<file path="config.mk">
export PLATFORM = sky130hd
export DESIGN_NAME = datapath_reg_storage
export DESIGN_NICKNAME = d
export VERILOG_FILES = /design/src/rtl/datapath_reg_storage.sv
export SDC_FILE = /design/constraint.sdc
export NUM_CORES = 1
export LEC_CHECK = 0
export CAP_MARGIN = 25
export CORE_MARGIN = 2
export CORE_UTILIZATION = 25
export DETAILED_ROUTE_END_ITERATION = 12
export SLEW_MARGIN = 10
export SYNTH_ARGS = -nofsm -noshare
export SYNTH_HDL_FRONTEND = slang
export SYNTH_SLANG_ARGS = --single-unit
</file>
<file path="constraint.sdc">
create_clock -name clk -period 2.1 [get_ports clk]
set_input_delay 0.42 -clock clk [delete_from_list [all_inputs] [get_ports clk]]
set_output_delay 0.42 -clock clk [all_outputs]
set_load 0.005 [all_outputs]
</file>
<file path="src/rtl/datapath_reg_storage.sv">
// Register storage for the bus CPU datapath: GPRs R0..R(NUM_REGS-1) with R0 base-address gating, plus MDR.
// Optional build macro REG_WRITE_COUNT_EN adds a 16-bit wr_count output counting cycles with any load.
module datapath_reg_storage #(
  parameter int DATA_W   = 32,
  parameter int NUM_REGS = 16
) (
  input  logic                       clk,
  input  logic                       clr,
  input  logic [DATA_W-1:0]          bus_in,
  input  logic [NUM_REGS-1:0]        reg_in,
  input  logic                       ba_out,
  output logic [NUM_REGS*DATA_W-1:0] reg_q,
  input  logic                       mdr_in,
  input  logic                       read,
  input  logic [DATA_W-1:0]          mdata_in,
  output logic [DATA_W-1:0]          mdr_q
`ifdef REG_WRITE_COUNT_EN
  ,
  output logic [15:0]                wr_count
`endif
);

  logic [DATA_W-1:0] gpr_r [NUM_REGS];
  logic [DATA_W-1:0] mdr_r;
  logic [DATA_W-1:0] mdr_d_s;

  // GPR storage: clr wins over every load enable
  always_ff @(posedge clk) begin
    if (clr) begin
      for (int i = 0; i < NUM_REGS; i++) begin
        gpr_r[i] <= {DATA_W{1'b0}};
      end
    end else begin
      for (int i = 0; i < NUM_REGS; i++) begin
        if (reg_in[i]) begin
          gpr_r[i] <= bus_in;
        end
      end
    end
  end

  // MDR source select: memory data when reading, otherwise the bus
  always_comb begin
    mdr_d_s = bus_in;
    if (read) begin
      mdr_d_s = mdata_in;
    end else begin
      mdr_d_s = bus_in;
    end
  end

  // MDR storage
  always_ff @(posedge clk) begin
    if (clr) begin
      mdr_r <= {DATA_W{1'b0}};
    end else if (mdr_in) begin
      mdr_r <= mdr_d_s;
    end else begin
      mdr_r <= mdr_r;
    end
  end

  assign mdr_q = mdr_r;

  // Flatten GPRs; R0 reads as zero while ba_out selects base-address mode, its stored value untouched
  always_comb begin
    reg_q = {(NUM_REGS*DATA_W){1'b0}};
    for (int i = 1; i < NUM_REGS; i++) begin
      reg_q[DATA_W*i +: DATA_W] = gpr_r[i];
    end
    if (ba_out) begin
      reg_q[DATA_W-1:0] = {DATA_W{1'b0}};
    end else begin
      reg_q[DATA_W-1:0] = gpr_r[0];
    end
  end

`ifdef REG_WRITE_COUNT_EN
  logic [15:0] wr_count_r;

  // One increment per cycle with any load enable, wrapping naturally at 16 bits
  always_ff @(posedge clk) begin
    if (clr) begin
      wr_count_r <= 16'd0;
    end else if ((|reg_in) || mdr_in) begin
      wr_count_r <= wr_count_r + 16'd1;
    end else begin
      wr_count_r <= wr_count_r;
    end
  end

  assign wr_count = wr_count_r;
`endif

endmodule

</file>
==> results.json <==
{
  "cp.depth": 1,
  "ys_seq_area_share_pct": 68.6,
  "startpoint_type": "register",
  "min_period_over_period_pct": 96.5,
  "slew_headroom_pct": 32.9,
  "grt_pass1_vias": 12700,
  "layout_common_cells": "clkdlybuf4s50_1 (580), edfxtp_1 (512), and2_1 (320)",
  "routed_wl_mm": 76.5,
  "crit_fanout": 1,
  "clock_sinks": 544,
  "synth_top_area_share_pct": 65.9,
  "syn_nets": 1689,
  "cts_setup_buffers": 0,
  "setup-violations-final": 0,
  "postCtsHoldBufs": 0,
  "cts_buffers": 60,
  "power.leakage_uw": 0.0113,
  "numPortBuffers": 628,
  "grt_use_total_pct": 15.4,
  "die_h_microns": 309,
  "grt_max_degree": 33,
  "vias": 12300,
  "yosysTopAreaCell": "edfxtp_1",
  "crit_arrival_ns": 1.61,
  "required_ns": 1.68,
  "area_delta_synth_final_pct": 29.9,
  "fin_crit_ns": 2.03,
  "antenna_left": 0,
  "num-fill-cells": 8955,
  "yosys-top-cells-area": "edfxtp_1 (66%), buf_4 (16%), and2_1 (8.6%)",
  "layout_commonest_cell": "clkdlybuf4s50_1",
  "h-tree-depth": 2,
  "vdd_drop_max_uv": 641,
  "first_iter_violations": 795,
  "syn-instance-count": 1604,
  "switching_power_uw": 6480,
  "intPower_uw": 21500,
  "fmax_ghz": 0.493,
  "cp.buffers_inverters": 1,
  "final_nets": 1902,
  "routabilityCongestion": 0.782,
  "dr.pass1.iters": 5,
  "end_kind": "output port",
  "r2r_setup_slack_ns": 1.33,
  "hold_path.class": "primary input to register",
  "coreArea_sq_mm": 0.0929,
  "power_frac_comb_pct": 12.5,
  "ys_seq_elements": 544,
  "root_buffer": "clkbuf_16",
  "cts_tree": "done",
  "drv_slew": 0,
  "antenna_found_initial": 15,
  "seq_power_share_pct": 47.0,
  "die-width_microns": 309,
  "grt_pass1_wl_mm": 102,
  "clock_path_buffers": 3,
  "drive_above_1_share_pct": 13.6,
  "rows": 112,
  "reg2regPathDepth": 2,
  "boundaryPins": 629,
  "grt-ovfl-total": 0,
  "switching_share_pct": 23.2,
  "outcome": "finished, final reports clean",
  "max-cap-violations": 0,
  "worstMarginPinSlew_ns": 1.00,
  "finClkSkew_ns": 0,
  "rsz0062_at_grt": "false",
  "crit_chain": "clkdlybuf4s50_1",
  "start_util_pct": 25.1,
  "power.density_mw_per_mm2": 921,
  "insertion_delay_ns": 0.63,
  "crit_path_top_delay_cell": "clkdlybuf4s50_1",
  "wl_per_cell_microns": 24.4,
  "dieArea_sq_mm": 0.0958,
  "synth.cell_area_sq_mm": 0.0233,
  "critical_path_class": "register to output port",
  "via_per_inst": 3.93,
  "min_path_cells": 2,
  "pwr-share-clk_pct": 40.5,
  "synth.avg_cell_area_sq_um": 14.5,
  "hold_viol": 0,
  "drc_errors": 0,
  "hpwl_mm": 54.5,
  "fin_setup_tns_ns": 0,
  "clkTransAtPathRegs_ns": 0.07,
  "cpLargestDelayFamily": "buffers and inverters",
  "slowest_delay_ns": 0.53,
  "total_power_uw": 27900,
  "synth.yosys.warnings": 0,
  "synthDistinctLibCells": 14
}
## timing repair
item                       4_1_cts  5_1_grt
setup endpoints to repair       36        6
gates resized for setup         41        6
pin swaps                        0        0
## cells by family after synthesis
family	count (synthesis)	synth area share [%]
compound gates	32	1.46
mux	32	1.37
buf+inv	564	17.3
simple gates	432	11.2
flops	544	68.6
## layer usage
metal	vias to the layer above	routed length [microns]	track usage, %
met3	110	5690	4.34
met2	566	39100	27.2
met1	6249	29700	18.1
li1	5383	-	-
met5	-	0	0
met4	0	2010	4.81
## through the flow
stage          instance area [sq um]  hold slack (ns)  setup WS [ns]  utilization, %  cells
2_1_floorplan                  23300            0.478          0.567               -   1604
3_3_place_gp                   28200            0.474         -0.101            30.3   3009
3_5_place_dp                   28200            0.478         -0.111            30.3   3009
4_1_cts                        30300           0.0773        0.00371            32.6   3123
5_1_grt                        30300            0.102         0.0157            32.6   3126
6_report                       30300            0.112         0.0731            32.6   3130
## power groups by stage
stage               clock (uW)  combinational (uW)  sequential [uW]
global route             12000                3680            13200
global placement             0                3550            13300
finish                   11300                3490            13100
detailed placement           0                3570            13400
CTS                      11600                3570            13100
floorplan                    0                1850            13300
## final timing paths
check	start	end
worst min-delay path	clr	mdr_q[16]
worst max-delay path	gpr_r[0][139]	reg_q[139]
worst min register to register	mdr_q[0]	mdr_q[0]
worst max register to register	mdr_q[9]	mdr_q[9]
## cells in the mapped netlist, drive strengths merged
cell / n
a211oi: 32
and2: 320
buf: 524
clkbuf: 40
dfxtp: 32
edfxtp: 512
mux2i: 32
nor2: 32
nor2b: 64
or2: 16
## layout make-up
| cell class | instances | area [sq um] | area share (%) |
|---|---|---|---|
| clock buffer | 67 | 1580 | 5.21 |
| clock inverter | 47 | 533 | 1.76 |
| sequential | 544 | 16000 | 52.8 |
| antenna | 7 | 17.5 | 0.0578 |
| multi-input combinational | 496 | 3340 | 11.0 |
| timing repair buffer | 715 | 7260 | 23.9 |
| tap | 1254 | 1570 | 5.18 |
## registers in the layout, indices dropped and copies added, names as in the netlist
name / flops
gpr_r: 512
mdr_q: 32
(Power assumes the default switching activity.)
